$ cat src/rtl/mu_pos_writeback_pkg.sv
// Shared types for the position writeback stage: offset/velocity payloads,
// the migrant packet carried through the outgoing FIFO, and the FSM encoding.
package mu_pos_writeback_pkg;
  localparam int OFFSET_WIDTH      = 23;
  localparam int ELEMENT_WIDTH     = 2;
  localparam int PARTICLE_ID_WIDTH = 7;
  localparam int FLOAT_WIDTH       = 32;

  typedef struct packed {
    logic [OFFSET_WIDTH-1:0] z;
    logic [OFFSET_WIDTH-1:0] y;
    logic [OFFSET_WIDTH-1:0] x;
  } offset_data_t;

  typedef struct packed {
    logic [FLOAT_WIDTH-1:0] z;
    logic [FLOAT_WIDTH-1:0] y;
    logic [FLOAT_WIDTH-1:0] x;
  } float_data_t;

  typedef struct packed {
    offset_data_t             offset;
    float_data_t              vel;
    logic [ELEMENT_WIDTH-1:0] element;
    logic [8:0]               gcell;
  } mig_pkt_t;

  typedef enum logic [1:0] {S_IDLE, S_ACTIVE, S_DRAIN, S_DONE} wb_state_e;

  // Periodic neighbour coordinate; delta is the 2-bit two's-complement integer part.
  function automatic logic [2:0] wrap_coord(input logic [2:0] g, input logic [1:0] d,
                                            input logic [2:0] last);
    if (d == 2'b00) return g;
    if (d[1])       return (g == 3'd0) ? last : g - 3'd1;
    return (g == last) ? 3'd0 : g + 3'd1;
  endfunction
endpackage

$ cat src/rtl/mu_pos_writeback_mig_fifo.sv
// mu_mig_fifo: synchronous FIFO of outgoing migrant packets, head presented
// combinationally; almost_full asserts with a single free entry left.
module mu_mig_fifo
  import mu_pos_writeback_pkg::*;
#(
  parameter int DEPTH = 16
) (
  input  logic     clk,
  input  logic     rst,
  input  logic     i_push,
  input  mig_pkt_t i_data,
  input  logic     i_pop,
  output mig_pkt_t o_data,
  output logic     o_full,
  output logic     o_almost_full,
  output logic     o_empty
);
  localparam int AW = $clog2(DEPTH);
  localparam int CW = AW + 1;

  mig_pkt_t        mem_q [DEPTH];
  logic [AW-1:0]   wr_ptr_q, wr_ptr_d, rd_ptr_q, rd_ptr_d;
  logic [CW-1:0]   cnt_q, cnt_d;
  logic            do_push, do_pop;

  always_comb begin
    o_full        = (cnt_q == CW'(DEPTH));
    o_almost_full = (cnt_q >= CW'(DEPTH - 1));
    o_empty       = (cnt_q == '0);
    do_push       = i_push && !o_full;
    do_pop        = i_pop && !o_empty;
    wr_ptr_d      = wr_ptr_q + AW'(do_push);
    rd_ptr_d      = rd_ptr_q + AW'(do_pop);
    cnt_d         = cnt_q + CW'(do_push) - CW'(do_pop);
  end

  always_ff @(posedge clk or posedge rst) begin
    if (rst) begin
      wr_ptr_q <= '0;
      rd_ptr_q <= '0;
      cnt_q    <= '0;
    end else begin
      wr_ptr_q <= wr_ptr_d;
      rd_ptr_q <= rd_ptr_d;
      cnt_q    <= cnt_d;
    end
  end

  always_ff @(posedge clk) begin
    if (do_push) mem_q[wr_ptr_q] <= i_data;
  end

  assign o_data = mem_q[rd_ptr_q];
endmodule

$ cat src/rtl/mu_pos_writeback.sv
// Per-cell writeback: stayers go to the home cache, migrants to the ring FIFO,
// incoming migrants merge into the cache. MU_WB_STATS_EN adds migrant counters.
module mu_pos_writeback
  import mu_pos_writeback_pkg::*;
#(
  parameter logic [2:0] GCELL_X        = 3'b000,
  parameter logic [2:0] GCELL_Y        = 3'b000,
  parameter logic [2:0] GCELL_Z        = 3'b000,
  parameter int         NUM_CELL_X     = 3,
  parameter int         NUM_CELL_Y     = 3,
  parameter int         NUM_CELL_Z     = 3,
  parameter int         CELL_DEPTH     = 100,
  parameter int         MIG_FIFO_DEPTH = 16
) (
  input  logic                           clk,
  input  logic                           rst,
  input  logic                           i_wb_start,
  input  logic                           i_mu_done,
  input  logic [3*(OFFSET_WIDTH+2)-1:0]  i_offset_ext,
  input  float_data_t                    i_vel,
  input  logic [ELEMENT_WIDTH-1:0]       i_element,
  input  logic                           i_data_valid,
  output logic                           o_ready,
  input  offset_data_t                   i_mig_in_offset,
  input  float_data_t                    i_mig_in_vel,
  input  logic [ELEMENT_WIDTH-1:0]       i_mig_in_element,
  input  logic                           i_mig_in_valid,
  output logic                           o_mig_in_ready,
  output offset_data_t                   o_mig_offset,
  output float_data_t                    o_mig_vel,
  output logic [ELEMENT_WIDTH-1:0]       o_mig_element,
  output logic [8:0]                     o_mig_gcell,
  output logic                           o_mig_valid,
  input  logic                           i_mig_ready,
  output logic [PARTICLE_ID_WIDTH-1:0]   o_wr_addr,
  output offset_data_t                   o_wr_offset,
  output float_data_t                    o_wr_vel,
  output logic [ELEMENT_WIDTH-1:0]       o_wr_element,
  output logic                           o_wr_en,
  output logic [PARTICLE_ID_WIDTH-1:0]   o_particle_num,
  output logic                           o_wb_done,
  output logic                           o_overflow
`ifdef MU_WB_STATS_EN
  ,
  output logic [PARTICLE_ID_WIDTH-1:0]   o_stat_mig_out,
  output logic [PARTICLE_ID_WIDTH-1:0]   o_stat_mig_in
`endif
);
  localparam int         EXT    = OFFSET_WIDTH + 2;
  localparam int         PIW    = PARTICLE_ID_WIDTH;
  localparam logic [2:0] LAST_X = 3'(NUM_CELL_X - 1);
  localparam logic [2:0] LAST_Y = 3'(NUM_CELL_Y - 1);
  localparam logic [2:0] LAST_Z = 3'(NUM_CELL_Z - 1);

  wb_state_e                state_q, state_d;
  logic [1:0]               quiet_q, quiet_d;
  logic [PIW-1:0]           ptr_q, ptr_d, pnum_q, pnum_d, wr_addr_q, wr_addr_d;
  logic                     ovf_q, ovf_d, wr_en_q, wr_en_d;
  offset_data_t             wr_off_q, wr_off_d, in_off;
  float_data_t              wr_vel_q, wr_vel_d;
  logic [ELEMENT_WIDTH-1:0] wr_el_q, wr_el_d;

  logic [1:0] dx, dy, dz;
  logic       is_stay, d_acc, stay_acc, min_acc, start_ok, mig_open, quiet;
  logic       fifo_push, fifo_pop, fifo_full, fifo_afull, fifo_empty;
  mig_pkt_t   push_pkt, head;

  // Each axis field is {delta[1:0], frac[OFFSET_WIDTH-1:0]}, x in the low bits.
  assign dx       = i_offset_ext[OFFSET_WIDTH +: 2];
  assign dy       = i_offset_ext[EXT + OFFSET_WIDTH +: 2];
  assign dz       = i_offset_ext[2*EXT + OFFSET_WIDTH +: 2];
  assign in_off.x = i_offset_ext[0 +: OFFSET_WIDTH];
  assign in_off.y = i_offset_ext[EXT +: OFFSET_WIDTH];
  assign in_off.z = i_offset_ext[2*EXT +: OFFSET_WIDTH];
  assign is_stay  = (dx == 2'b00) && (dy == 2'b00) && (dz == 2'b00);

  assign push_pkt.offset  = in_off;
  assign push_pkt.vel     = i_vel;
  assign push_pkt.element = i_element;
  assign push_pkt.gcell   = {wrap_coord(GCELL_Z, dz, LAST_Z),
                             wrap_coord(GCELL_Y, dy, LAST_Y),
                             wrap_coord(GCELL_X, dx, LAST_X)};

  mu_mig_fifo #(.DEPTH(MIG_FIFO_DEPTH)) u_mig_fifo (
    .clk           (clk),
    .rst           (rst),
    .i_push        (fifo_push),
    .i_data        (push_pkt),
    .i_pop         (fifo_pop),
    .o_data        (head),
    .o_full        (fifo_full),
    .o_almost_full (fifo_afull),
    .o_empty       (fifo_empty)
  );

  // Handshakes and state-decoded outputs. Stayers own the write port, so an
  // incoming migrant is pushed back for exactly the cycle a stayer is taken.
  always_comb begin
    o_ready        = (state_q == S_ACTIVE) && !fifo_afull;
    mig_open       = (state_q == S_ACTIVE) || (state_q == S_DRAIN);
    start_ok       = i_wb_start && ((state_q == S_IDLE) || (state_q == S_DONE));
    o_wb_done      = (state_q == S_DONE);
    d_acc          = i_data_valid && o_ready;
    stay_acc       = d_acc && is_stay;
    fifo_push      = d_acc && !is_stay && !fifo_full;
    o_mig_in_ready = mig_open && !stay_acc;
    min_acc        = i_mig_in_valid && o_mig_in_ready;
    o_mig_valid    = !fifo_empty;
    fifo_pop       = o_mig_valid && i_mig_ready;
    quiet          = fifo_empty && !i_mig_in_valid;
  end

  assign o_mig_offset  = o_mig_valid ? head.offset  : '0;
  assign o_mig_vel     = o_mig_valid ? head.vel     : '0;
  assign o_mig_element = o_mig_valid ? head.element : '0;
  assign o_mig_gcell   = o_mig_valid ? head.gcell   : '0;

  always_comb begin
    state_d = state_q;
    quiet_d = '0;
    case (state_q)
      S_IDLE:   if (start_ok) state_d = S_ACTIVE;
      S_ACTIVE: if (i_mu_done && !i_data_valid) state_d = S_DRAIN;
      S_DRAIN:  if (quiet) begin
                  quiet_d = quiet_q + 2'd1;
                  if (quiet_q == 2'd3) state_d = S_DONE;
                end
      S_DONE:   state_d = start_ok ? S_ACTIVE : S_IDLE;
      default:  state_d = S_IDLE;
    endcase
  end

  // At most one of stay_acc/min_acc per cycle, so a single write register suffices.
  always_comb begin
    ptr_d     = ptr_q;
    ovf_d     = ovf_q;
    wr_en_d   = 1'b0;
    wr_addr_d = wr_addr_q;
    wr_off_d  = wr_off_q;
    wr_vel_d  = wr_vel_q;
    wr_el_d   = wr_el_q;
    pnum_d    = (state_d == S_DONE && state_q == S_DRAIN) ? ptr_q : pnum_q;
    if (start_ok) begin
      ptr_d = '0;
      ovf_d = 1'b0;
    end else if (stay_acc || min_acc) begin
      if (ptr_q == PIW'(CELL_DEPTH)) begin
        ovf_d = 1'b1;
      end else begin
        wr_en_d   = 1'b1;
        wr_addr_d = ptr_q;
        ptr_d     = ptr_q + PIW'(1);
        wr_off_d  = stay_acc ? in_off    : i_mig_in_offset;
        wr_vel_d  = stay_acc ? i_vel     : i_mig_in_vel;
        wr_el_d   = stay_acc ? i_element : i_mig_in_element;
      end
    end
  end

  always_ff @(posedge clk or posedge rst) begin
    if (rst) begin
      state_q   <= S_IDLE;
      quiet_q   <= '0;
      ptr_q     <= '0;
      pnum_q    <= '0;
      ovf_q     <= 1'b0;
      wr_en_q   <= 1'b0;
      wr_addr_q <= '0;
      wr_off_q  <= '0;
      wr_vel_q  <= '0;
      wr_el_q   <= '0;
    end else begin
      state_q   <= state_d;
      quiet_q   <= quiet_d;
      ptr_q     <= ptr_d;
      pnum_q    <= pnum_d;
      ovf_q     <= ovf_d;
      wr_en_q   <= wr_en_d;
      wr_addr_q <= wr_addr_d;
      wr_off_q  <= wr_off_d;
      wr_vel_q  <= wr_vel_d;
      wr_el_q   <= wr_el_d;
    end
  end

  assign o_wr_en        = wr_en_q;
  assign o_wr_addr      = wr_addr_q;
  assign o_wr_offset    = wr_off_q;
  assign o_wr_vel       = wr_vel_q;
  assign o_wr_element   = wr_el_q;
  assign o_particle_num = pnum_q;
  assign o_overflow     = ovf_q;

`ifdef MU_WB_STATS_EN
  logic [PIW-1:0] st_out_q, st_out_d, st_in_q, st_in_d;

  always_comb begin
    st_out_d = start_ok ? '0 : st_out_q + PIW'(fifo_pop);
    st_in_d  = start_ok ? '0 : st_in_q + PIW'(min_acc);
  end

  always_ff @(posedge clk or posedge rst) begin
    if (rst) begin
      st_out_q <= '0;
      st_in_q  <= '0;
    end else begin
      st_out_q <= st_out_d;
      st_in_q  <= st_in_d;
    end
  end

  assign o_stat_mig_out = st_out_q;
  assign o_stat_mig_in  = st_in_q;
`endif
endmodule

$ cat config.mk
export PLATFORM = sky130hd
export DESIGN_NAME = mu_pos_writeback
export DESIGN_NICKNAME = d
export VERILOG_FILES = /design/src/rtl/mu_pos_writeback_pkg.sv /design/src/rtl/mu_pos_writeback_mig_fifo.sv /design/src/rtl/mu_pos_writeback.sv
export SDC_FILE = /design/constraint.sdc
export NUM_CORES = 2
export LEC_CHECK = 0
export ABC_AREA = 0
export BUFFER_PORTS_ARGS = -buffer_cell sky130_fd_sc_hd__buf_2
export CAP_MARGIN = 25
export CORE_MARGIN = 4
export CORE_UTILIZATION = 45
export CTS_CLUSTER_SIZE = 40
export DETAILED_ROUTE_END_ITERATION = 6
export GPL_TIMING_DRIVEN = 1
export SLEW_MARGIN = 0
export SYNTH_ARGS = -nofsm -noshare
export SYNTH_HDL_FRONTEND = slang
export SYNTH_SLANG_ARGS = --single-unit
$ cat constraint.sdc
create_clock -name clk -period 27.9 [get_ports clk]
set_clock_uncertainty 0.05 [all_clocks]
set_input_delay 2.79 -clock clk [delete_from_list [all_inputs] [get_ports clk]]
set_output_delay 2.79 -clock clk [all_outputs]
set_load 0.01 [all_outputs]
Word-level counts from Yosys, hierarchy flattened
Memory sizes are Yosys's and may differ from the RTL's. Cells that the tools add are included.

Bits in registers: 207. Bits in writable memories: 2816. Input port bits: 347. Output and inout bits: 363. Logic and storage cells: 118. Memories kept: 1.

$add $sub $neg: 6. Order comparisons: 1. Eq/ne operators: 8. Muxes and demuxes: 47. Bitwise operators: 2. Reductions and logical operators: 36.

Memory list: u_mig_fifo.mem_q (depth 16, bits a word 176, rd ports 1, clocked after memory_dff 0, write ports 1, RTL line mu_pos_writeback_mig_fifo.sv:21) `mig_pkt_t mem_q [DEPTH];`.

Operator list (number): $mux 96 (2); $mux 69 (2); $mux 3 (12); $mux 7 (3); $mux 1 (18); $logic_and 1x1->1 (16); $mux 2 (8); $mux 9 (1); $add 4x1->4 (2); $eq 2x2->1 const B (4); $logic_not 2->1 (4); $pmux 2 s4 (1); $add 7x1->7 const B (1); $eq 7x7->1 const B (1); $logic_not 1->1 (7); $add 5x1->5 (1); $eq 5x5->1 const B (1); $ge 5x4->1 const B (1); $logic_not 5->1 (1); $sub 5x1->5 (1); $reduce_and 2->1 (2); $reduce_bool 2->1 (2); $logic_or 1x1->1 (3); $reduce_and 3->1 (1); 4 further kinds (5).

Depth between registers and ports, before layout
Word-level depth: 11. Gate-level depth with buffers: 14. Mapped depth without buffers: 14.

By module
From an unflattened synthesis, not the netlist that was laid out.

Cells, all modules: 6166. Area, all modules: 118048.2 µm².

Modules (own cells, without submodules): mu_mig_fifo (instances 1, cells an instance 5120, area each 107942.3 µm², sequential area each 84886.4 µm²); mu_pos_writeback (instances 1, cells an instance 1046, area each 10105.9 µm², sequential area each 4854.7 µm²).

Worst setup path after synthesis
OpenSTA, ideal clock, no wires.

Kind: input port to flip-flop. From: in i_data_valid. To: mem u_mig_fifo.mem_q[0][0] (netlist name), enable pin. Library setup time: 0.917 ns. Arrival time: 15.307 ns. Data required time: 26.933 ns. Setup slack: 11.626 ns. Stages on the path: 3. Buffers on the path: 0. Path through: o2111ai_1 -> or4_1 -> nor3_1.

Cells in the longest elaborated chain, start to end: 6.

RTL lines: start: declaration (RTL line mu_pos_writeback.sv:22) `input logic i_data_valid,`; $logic_and 1x1->1 (RTL line mu_pos_writeback.sv:103) `d_acc = i_data_valid && o_ready;`; $logic_and 1x1->1 (2 in series) (RTL line mu_pos_writeback.sv:105) `fifo_push = d_acc && !is_stay && !fifo_full;`; $logic_and 1x1->1 (RTL line mu_pos_writeback_mig_fifo.sv:30) `do_push = i_push && !o_full;`; $mux 1 (RTL line mu_pos_writeback_mig_fifo.sv:50) `if (do_push) mem_q[wr_ptr_q] <= i_data;`; $mux 1 (implied by the code) (RTL line mu_pos_writeback_mig_fifo.sv:50); end: declaration (RTL line mu_pos_writeback_mig_fifo.sv:21).

Every way passes these cells.

==> impl_metrics.tcl <==
set metrics [dict create \
    synth.avg_cell_area_um2 22.0 \
    crit_family "buffers and inverters" \
    final_common_cell "edfxtp_1" \
    worstPathRequired_ps 25060 \
    place.gp.congestion 0.726 \
    antenna_found_initial 30 \
    htree_num_levels 5 \
    clockRootBuffer "clkbuf_16" \
    cpMostUsedCell "buf_4" \
    endpoint_kind "output port" \
    ctsLongestPathBuffers 4 \
    status "finished clean" \
    p_leak_nw 44.4 \
    cts_buffers 322 \
    vias 55600 \
    finalHoldViolCount 0 \
    tightest_slew_ps 1200 \
    synth-warning-count 0 \
    clk_pin_slew_ps 60 \
    tns_ps 0 \
    drive_gt1_frac 0.321 \
    post_cts_resized 0 \
    firstDrtPassIters 7 \
    crit_path_max_incr_delay_ps 800 \
    yosys_register_bits 2975 \
    period_share 0.321 \
    ys_seq_area_frac 0.780 \
    clock_latency_ps 920 \
    grt_max_degree 168 \
    ant_nets 0 \
    timing.max_cap.violations 0 \
    fp.dieW_um 510 \
    io_pins 710 \
    postCtsSetupBuffers 0 \
    cts_tree "built" \
    clock-sinks 2975 \
    crit_type "flop to output port" \
    cp_slowest_cell "dfrtp_4" \
    netlist_instances 5151 \
    hold_path_class "flop to flop" \
    num_rows 183 \
    coreArea_um2 250000 \
    syn_area_um2 113000 \
    relSlewSlack 0.203 \
    maxSlewViolCount 0 \
    hold_buffers 0 \
    routed_wl_um 282000 \
    initial_core_util 0.454 \
    path_cells "buf_4 > buf_4 > buf_4 > buf_4 > mux4_2 > mux2i_1 > o22ai_1 > buf_2" \
    fin_util 0.526 \
    grt_pass1_wl_um 404000 \
    post_drt_wl_per_cell_um 29.4 \
    die_h_um 510 \
    peakVddDrop_uv 82.8 \
    max_freq_mhz 112 \
    hpwlAfterDp_um 145000 \
    final_nets 6370 \
    grtUsageTotal 0.215 \
    cp.buffers_inverters 5 \
    drc 0 \
    fin_crit_ps 8950 \
    startpoint_type "flop" \
    dieArea_um2 260000 \
    port_buffers 706 \
    vias_per_cell 5.80 \
    power_density_nw_per_um2 99.8 \
    synth.distinct_cells 50 \
    setup_viol 0 \
    synth_ff_type "edfxtp_1" \
    area_growth_pct 16.0 \
    rsz0062_at_grt "false" \
    synthArstFlopShare 0.0696 \
    synth_edf_count 2768 \
    layout_common_cells "edfxtp_1 (2768), buf_2 (706), mux4_2 (692), mux2i_1 (348), o22ai_1 (340)" \
    grt_pass1_vias 58200 \
    critPathArrivalTime_ps 6110 \
    worstPathMaxFanout 43 \
    drt_iter0_markers 5401 \
    grt-ovfl-total 0 \
]
==> synthesized netlist by cell type (2+ instances only) <==
master	n	share of area
a21oi_1	173	0.0076
and2_1	2	0.00011
buf_1	115	0.0038
buf_2	3	0.00013
buf_4	3	0.00020
clkbuf_1	177	0.0059
dfrtp_1	207	0.046
edfxtp_1	2768	0.73
ha_1	20	0.0022
inv_1	187	0.0062
mux2_2	14	0.0014
mux2i_1	348	0.031
mux4_2	692	0.14
nand2_1	11	0.00036
nand2b_1	5	0.00028
nand3_1	4	0.00018
nand3b_1	2	0.00013
nand4_1	4	0.00022
nor2_1	26	0.00086
nor2b_1	5	0.00028
nor3_1	5	0.00022
o21ai_0	4	0.00018
o22ai_1	340	0.019
or4_1	2	0.00013
xnor2_1	7	0.00054
xor2_1	3	0.00023
==> power by group <==
group / leakage, nW / total (mW) / internal, mW / switching (mW)
Combinational: 12.2 / 3.80 / 1.66 / 2.14
Sequential: 27.3 / 5.24 / 5.10 / 0.137
Clock: 4.96 / 4.07 / 2.40 / 1.67
==> layer usage <==
metal / vias to the layer above / wire length (µm) / track usage
met3: 398 / 19200 / 0.0372
met2: 2048 / 140000 / 0.358
met1: 29900 / 117000 / 0.297
li1: 23300 / - / -
met4: 12 / 6140 / 0.0550
met5: - / 82 / 0
==> per-stage QoR <==
stage / worst slack, ps / cells / hold WS [ps] / area (µm²) / power [mW]
after floorplan: 11630 / 5153 / 357 / 113000 / 7.82
after global placement: 19620 / 8992 / 365 / 121000 / 9.15
after detailed placement: 19600 / 8998 / 379 / 121000 / 9.19
after CTS: 18570 / 9571 / 387 / 131000 / 13.3
after global routing: 18230 / 9586 / 416 / 131000 / 13.7
final: 18950 / 9593 / 385 / 131000 / 13.1
==> logic make-up (layout without fill, tap and decap cells) <==
group / Yosys count / in the layout / share of synthesized area
flip-flops: 2975 / 2975 / 0.780
multiplexers: 1054 / 1054 / 0.170
AO/OA/AOI/OAI: 531 / 531 / 0.0278
buffers and inverters: 485 / 1583 / 0.0162
AND/OR/NAND/NOR: 74 / 74 / 0.00341
adder cells (fa/ha/maj): 21 / 21 / 0.00239
XOR/XNOR: 10 / 10 / 0.000773
other: 1 / 15 / 0.0000331
==> sequential cells by signal (all words and copies together), names as in the netlist, 4 cells and up <==
register	cells
o_particle_num	7
u_mig_fifo.wr_ptr_q	4
u_mig_fifo.rd_ptr_q	4
o_wr_offset	69
o_wr_vel	96
u_mig_fifo.mem_q	2768
u_mig_fifo.cnt_q	5
ptr_q	7
o_wr_addr	7
==> path summary, 6_finish.rpt <==
kind	from	endpoint	slack (ps)	cells past startpoint
max reg2reg	u_mig_fifo.cnt_q[1]$_DFF_PP0_	u_mig_fifo.mem_q[10][31]$_DFFE_PP_	22620	9
min reg2reg	quiet_q[0]$_DFF_PP0_	quiet_q[0]$_DFF_PP0_	390	1
max	u_mig_fifo.rd_ptr_q[0]$_DFF_PP0_	o_mig_offset[58]	18950	8
min	quiet_q[0]$_DFF_PP0_	quiet_q[0]$_DFF_PP0_	390	1
min in group asynchronous	rst	o_wr_vel[34]$_DFFE_PP0P_	1820	2
max in group asynchronous	rst	u_mig_fifo.rd_ptr_q[2]$_DFF_PP0_	23960	4
==> final cells by class <==
| cell class | count | area [µm²] |
|---|---|---|
| Timing Repair Buffer | 823 | 4840 |
| Inverter | 187 | 709 |
| Clock buffer | 442 | 8920 |
| Tap cell | 3330 | 4170 |
| Clock inverter | 131 | 1140 |
| Sequential cell | 2975 | 88300 |
| Fill cell | 19500 | 118000 |
| Multi-Input combinational cell | 1693 | 23300 |
| Antenna cell | 12 | 30.0 |
Power figures use the tool's default switching activity.
